### src/rtl/ca_rule_scheduler.sv
// Sequencer for the elementary-CA datapath: cell timing, row-type controls, scrolling rule table.
// Latency: timing flags are combinational from the beam; rule/band update one cycle after each cell-row start.
// Backpressure: cfg_ready drops only during the 8-cycle COMMIT window; a held request waits there.
module ca_rule_scheduler #(
  parameter int LOG_CELL  = 2,
  parameter int GRID_W    = 160,
  parameter int H_ACTIVE  = 640,
  parameter int V_ACTIVE  = 480,
  parameter int ROW_CNT_W = 11
) (
  input  logic       clk,
  input  logic       reset,
  input  logic [9:0] pix_x,
  input  logic [9:0] pix_y,
  input  logic       video_active,
  input  logic       cfg_valid,
  output logic       cfg_ready,
  input  logic [2:0] cfg_slot,
  input  logic [7:0] cfg_rule,
  input  logic       reseed_req,
  output logic       grid_en,
  output logic [7:0] cell_x,
  output logic       cell_stb,
  output logic       seed_row,
  output logic       compute_row,
  output logic       capture_row,
  output logic [7:0] rule,
  output logic [2:0] band,
  output logic       frame_stb
);

  localparam int CELL  = 1 << LOG_CELL;
  localparam int COL_W = 10 - LOG_CELL;

  // Horizontal offset that centres the grid inside the visible line.
  localparam logic [9:0]          X_OFF    = 10'((H_ACTIVE - GRID_W * CELL) / 2);
  localparam logic [COL_W-1:0]    GRID_LIM = COL_W'(GRID_W);
  localparam logic [LOG_CELL-1:0] SUB_LAST = '1;
  localparam logic [9:0]          CELL_Y   = 10'(CELL);
  localparam logic [9:0]          V_END    = 10'(V_ACTIVE);

  localparam logic [7:0] DEF_RULES [8] = '{8'd30, 8'd110, 8'd22, 8'd73,
                                           8'd90, 8'd146, 8'd105, 8'd102};

  typedef enum logic [1:0] {
    S_WAIT,
    S_SEED,
    S_RUN,
    S_COMMIT
  } state_t;

  state_t               state;
  logic [2:0]           commit_idx;
  logic [ROW_CNT_W-1:0] scroll;
  logic [ROW_CNT_W-1:0] row_cnt;
  logic [ROW_CNT_W-1:0] row_nxt;
  logic                 reseed_pend;
  logic [7:0]           active_tbl [8];
  logic [7:0]           shadow_tbl [8];

  logic [9:0]       x_rel;
  logic [COL_W-1:0] col;
  logic             in_frame;
  logic             at_origin;
  logic             at_vblank;
  logic             row_start;
  logic             cfg_fire;

  // Beam-derived cell timing.
  assign x_rel    = pix_x - X_OFF;
  assign col      = x_rel[9:LOG_CELL];
  assign cell_x   = 8'(col);
  assign in_frame = (state == S_SEED) || (state == S_RUN);

  assign grid_en     = video_active && (col < GRID_LIM);
  assign cell_stb    = grid_en && (x_rel[LOG_CELL-1:0] == SUB_LAST) && (state != S_WAIT);
  assign compute_row = in_frame && (pix_y[LOG_CELL-1:0] == '0);
  assign capture_row = in_frame && (pix_y == CELL_Y);
  // The seed pattern covers the whole first cell row, i.e. every line of it.
  assign seed_row    = (state == S_SEED) && (pix_y < CELL_Y);

  assign at_origin = (pix_x == '0) && (pix_y == '0);
  assign at_vblank = (pix_x == '0) && (pix_y == V_END);

  // A cell row starts on pixel 0 of its first line. While waiting, only the
  // frame origin counts, so the row-0 band is loaded on the same edge that
  // leaves WAIT and nothing moves after a mid-frame reset.
  assign row_start = (pix_x == '0) && (pix_y[LOG_CELL-1:0] == '0) && (pix_y < V_END) &&
                     ((state != S_WAIT) || (pix_y == '0));
  assign row_nxt   = scroll + ROW_CNT_W'(pix_y >> LOG_CELL);
  assign band      = row_cnt[ROW_CNT_W-1 -: 3];

  assign cfg_fire = cfg_valid && cfg_ready;

  // Frame sequencer: WAIT -> SEED/RUN -> COMMIT (8 cycles) -> WAIT.
  always_ff @(posedge clk) begin
    if (reset) begin
      state       <= S_WAIT;
      commit_idx  <= '0;
      scroll      <= '0;
      reseed_pend <= 1'b1;
      cfg_ready   <= 1'b1;
      frame_stb   <= 1'b0;
    end else begin
      frame_stb <= 1'b0;
      case (state)
        S_WAIT: begin
          if (at_origin) begin
            if (reseed_pend) begin
              state       <= S_SEED;
              reseed_pend <= 1'b0;
            end else begin
              state <= S_RUN;
            end
          end
        end
        S_SEED, S_RUN: begin
          if (at_vblank) begin
            state      <= S_COMMIT;
            commit_idx <= '0;
            frame_stb  <= 1'b1;
            scroll     <= scroll + 1'b1;
            cfg_ready  <= 1'b0;
          end
        end
        S_COMMIT: begin
          commit_idx <= commit_idx + 1'b1;
          if (commit_idx == 3'd7) begin
            state     <= S_WAIT;
            cfg_ready <= 1'b1;
          end
        end
        default: state <= S_WAIT;
      endcase
      // Placed last so a request coinciding with SEED entry is not lost.
      if (reseed_req) begin
        reseed_pend <= 1'b1;
      end
    end
  end

  // Rule tables: config writes land in the shadow, COMMIT copies one slot per cycle.
  always_ff @(posedge clk) begin
    if (reset) begin
      for (int i = 0; i < 8; i++) begin
        active_tbl[i] <= DEF_RULES[i];
        shadow_tbl[i] <= DEF_RULES[i];
      end
    end else begin
      if (state == S_COMMIT) begin
        active_tbl[commit_idx] <= shadow_tbl[commit_idx];
      end
      if (cfg_fire) begin
        shadow_tbl[cfg_slot] <= cfg_rule;
      end
    end
  end

  // Scrolled row counter and the rule it selects, held for the whole cell row.
  always_ff @(posedge clk) begin
    if (reset) begin
      row_cnt <= '0;
      rule    <= DEF_RULES[0];
    end else if (row_start) begin
      row_cnt <= row_nxt;
      rule    <= active_tbl[row_nxt[ROW_CNT_W-1 -: 3]];
    end
  end

endmodule

### config.mk
export PLATFORM = sky130hd
export DESIGN_NAME = ca_rule_scheduler
export DESIGN_NICKNAME = d
export VERILOG_FILES = /design/src/rtl/ca_rule_scheduler.sv
export SDC_FILE = /design/constraint.sdc
export NUM_CORES = 1
export LEC_CHECK = 0
export ABC_CLOCK_PERIOD_IN_PS = 7720
export CORE_MARGIN = 1.5
export CORE_UTILIZATION = 35
export CTS_CLUSTER_SIZE = 30
export DETAILED_ROUTE_END_ITERATION = 6
export GPL_ROUTABILITY_DRIVEN = 1
export PLACE_DENSITY = 0.57
export SETUP_SLACK_MARGIN = 0.5
export SLEW_MARGIN = 20
export SYNTH_ARGS = -nofsm -noshare
export SYNTH_HDL_FRONTEND = slang
export SYNTH_SLANG_ARGS = --single-unit
### constraint.sdc
create_clock -name clk -period 7.72 [get_ports clk]
set_input_delay 0.772 -clock clk [delete_from_list [all_inputs] [get_ports clk]]
set_output_delay 0.772 -clock clk [all_outputs]
set_load 0.01 [all_outputs]
==> results.sh <==
export IMPL_synth_edf_count=128
export IMPL_avgViaCountPerCell=5.38
export IMPL_worstSetupPathType="primary input to register"
export IMPL_ys_types=72
export IMPL_cts_buffer_depth=2
export IMPL_crit_fanout=25
export IMPL_drv_slew=0
export IMPL_dieWidth_um=160
export IMPL_drt_iter0_markers=452
export IMPL_wl_per_cell_um=19.3
export IMPL_synth_seq_cells=161
export IMPL_maxCapViolations=0
export IMPL_ir_worst_vdd_mv=0.127
export IMPL_tritoncts="done"
export IMPL_final_net_count=876
export IMPL_route_detailed_drc=0
export IMPL_gp_congestion=0.825
export IMPL_synth_top_area_share_pct=44.8
export IMPL_clk_pin_slew_ns=0.06
export IMPL_dieHeight_um=160
export IMPL_grt_pass1_wl_mm=35.1
export IMPL_fmax_ghz=0.254
export IMPL_dr_pass1_iters=5
export IMPL_drive_gt1_share_pct=9.77
export IMPL_finalSetupTns_ns=0
export IMPL_ff2ff_path_depth=9
export IMPL_critical_path_slowest_cell="nand2_1"
export IMPL_coreArea_sq_mm=0.0242
export IMPL_r2r_setup_slack_ns=4.21
export IMPL_wl_mm=22.4
export IMPL_holdPathStages=2
export IMPL_hold_buffers=0
export IMPL_htreeDepth=4
export IMPL_yosysTopAreaCell="edfxtp_1"
export IMPL_numCtsBuffers=17
export IMPL_syn_inst=791
export IMPL_final_cell_mix="edfxtp_1 (128), nor2_1 (91), nand2_1 (83)"
export IMPL_grt_max_degree=54
export IMPL_hold_viol=0
export IMPL_power_per_cell_area_mw_per_mm2=191
export IMPL_hold_end="rule[7]$_SDFFE_PP0P_"
export IMPL_design_portCount=62
export IMPL_skew_ns=0.0152
export IMPL_status="complete, no violations"
export IMPL_synth_avg_cell_area_sq_um=10.9
export IMPL_grt_util_all_layers_pct=18.1
export IMPL_antenna_cells=0
export IMPL_yosysSeqAreaShare_pct=52.4
export IMPL_wl_met3_mm=1.24
export IMPL_syn_area_sq_mm=0.00859
export IMPL_hold_class="register to register"
export IMPL_worstHoldStart="rule[7]$_SDFFE_PP0P_"
export IMPL_met2_length_mm=10.7
export IMPL_max_stage_delay_ns=0.69
export IMPL_yosysWarnings=0
export IMPL_rsz0062_at_grt="no"
export IMPL_dp_hpwl_mm=15.6
export IMPL_placementRows=57
export IMPL_crit_arrival_ns=4.24
export IMPL_layout_commonest_cell="edfxtp_1"
export IMPL_final_min_clock_period_ns=3.94
export IMPL_synth_flop_cell="edfxtp_1"
export IMPL_r2r_start="scroll[6]$_SDFFE_PP0P_"
export IMPL_cp_start_kind="primary input"
export IMPL_cts_resized_gates=0
export IMPL_overflow=0
export IMPL_whs_ns=0.479
export IMPL_cts_root_buf="clkbuf_16"
export IMPL_startpoint="pix_y[8]"
export IMPL_path_cells="clkdlybuf4s50_1 -> ha_1 -> a21o_1 -> a211oi_4 -> o21ai_2 -> buf_4 -> nand2_1 -> mux2_2 -> a2111oi_0 -> o31ai_1"
export IMPL_dieArea_sq_mm=0.0255
export IMPL_topRoutingLayerUsed="met4"
export IMPL_ant_nets=0
export IMPL_cts_setup_buffers=0
export IMPL_num_vias=6258
export IMPL_worst_pin_slew_ns=1.11
export IMPL_max_slew_margin_pct=24.1
export IMPL_leakage_nw=3.13
export IMPL_initial_core_util_pct=35.5
export IMPL_syn_to_final_growth_pct=15.6
export IMPL_numClockSinks=161
export IMPL_antenna_found_initial=0
export IMPL_portBuffers=61
export IMPL_endpoint_kind="register"
export IMPL_drt_met1_wl_mm=10.0
export IMPL_synth_area_leaders="edfxtp_1 (45%), dfxtp_1 (7.7%), mux4_2 (5.2%), nor2_1 (4.0%), nand2_1 (3.6%)"
export IMPL_synth_nets=840
export IMPL_grt_pass1_vias=6018
export IMPL_setup_viol=0
export IMPL_synthArstFlopShare_pct=0
export IMPL_period_share_pct=51.1
export IMPL_worstPathRequired_ns=8.02
export IMPL_insertion_delay_ns=0.43
export IMPL_r2r_end="rule[0]$_SDFFE_PP0P_"
==> layout make-up <==
cell class | instances | area [sq um]
fillers | 2302 | 14200
clock inverters | 13 | 104
inverters | 11 | 41.3
flip-flops and latches | 161 | 4510
repair buffers | 70 | 673
well taps | 324 | 405
multi-input cells | 566 | 3770
clock buffers | 18 | 429
==> where the power goes <==
part	internal (mW)	switching, mW
sequential	0.956	0.0163
clock	0.416	0.365
combinational	0.0602	0.0874
==> per-stage QoR <==
stage	instances	util, %	total power, mW	instance area, sq um	worst slack (ns)
floorplan	791	-	1.07	8590	4.73
global placement	1132	38.9	1.14	9400	3.46
detailed placement	1132	38.9	1.14	9400	3.37
CTS	1163	41.1	1.91	9930	3.82
global route	1163	41.1	1.96	9930	3.51
finish	1163	41.1	1.90	9930	3.78
==> synth_stat cells (4+ instances only) <==
cell type	instances
a22oi_1	4
o2111ai_1	6
xnor2_1	4
clkbuf_1	29
a21boi_1	4
or4_1	7
nor3_1	14
nor2_1	91
ha_1	13
a31oi_1	11
a21boi_0	4
mux2i_1	20
or2_2	8
buf_2	6
nand2b_1	22
and2_1	42
nand4_1	9
or3_1	30
nand2_1	83
and3_1	15
a221oi_1	10
o31ai_1	4
o21a_1	4
nor4_1	8
xor2_1	4
o22ai_1	7
inv_1	10
a211oi_1	12
dfxtp_1	33
nand3_1	14
buf_4	12
mux4_2	20
a21o_1	10
a21oi_1	19
edfxtp_1	128
nor2b_1	4
o21ai_0	20
==> flip-flops by register name, summed over array words and instances (netlist names), named ones only <==
name / cells
row_cnt: 3
scroll: 11
shadow_tbl: 64
rule: 8
frame_stb: 1
commit_idx: 3
active_tbl: 64
reseed_pend: 1
state: 2
cfg_ready: 1
==> how the worst max path moves through the flow <==
stage	endpoint	slack (ns)	cells past startpoint
final	rule[0]$_SDFFE_PP0P_	3.78	10
after global routing	rule[0]$_SDFFE_PP0P_	3.51	10
after CTS	rule[0]$_SDFFE_PP0P_	3.82	10
after detailed placement	rule[0]$_SDFFE_PP0P_	3.37	10
after global placement	rule[0]$_SDFFE_PP0P_	3.46	10
after floorplan	rule[0]$_SDFFE_PP0P_	4.73	9
==> cells by family (layout without fill, tap and decap cells) <==
kind of cell    count (synthesis)  after routing  share of synthesized area, %
simple gates                  356            356                          20.9
fa+ha+maj                      13             13                          1.89
buf+inv                        64            112                          3.67
flops                         161            161                          52.4
mux                            43             43                          7.97
compound gates                146            146                          12.3
xor+xnor                        8              8                         0.816
==> metal layers <==
| metal | GRT usage [%] | vias up |
|---|---|---|
| met4 | 6.48 | 0 |
| met1 | 24.5 | 2981 |
| li1 | - | 3033 |
| met3 | 3.40 | 31 |
| met5 | 0 | - |
| met2 | 29.0 | 213 |
==> worst max-delay path, delay by kind of cell <==
family,cells,cell delay [ns]
AO/OA/AOI/OAI,5,1.32
adder cells (fa/ha/maj),1,0.35
buffers and inverters,2,0.68
multiplexers,1,0.41
AND/OR/NAND/NOR,1,0.69
(Power assumes the default switching activity.)
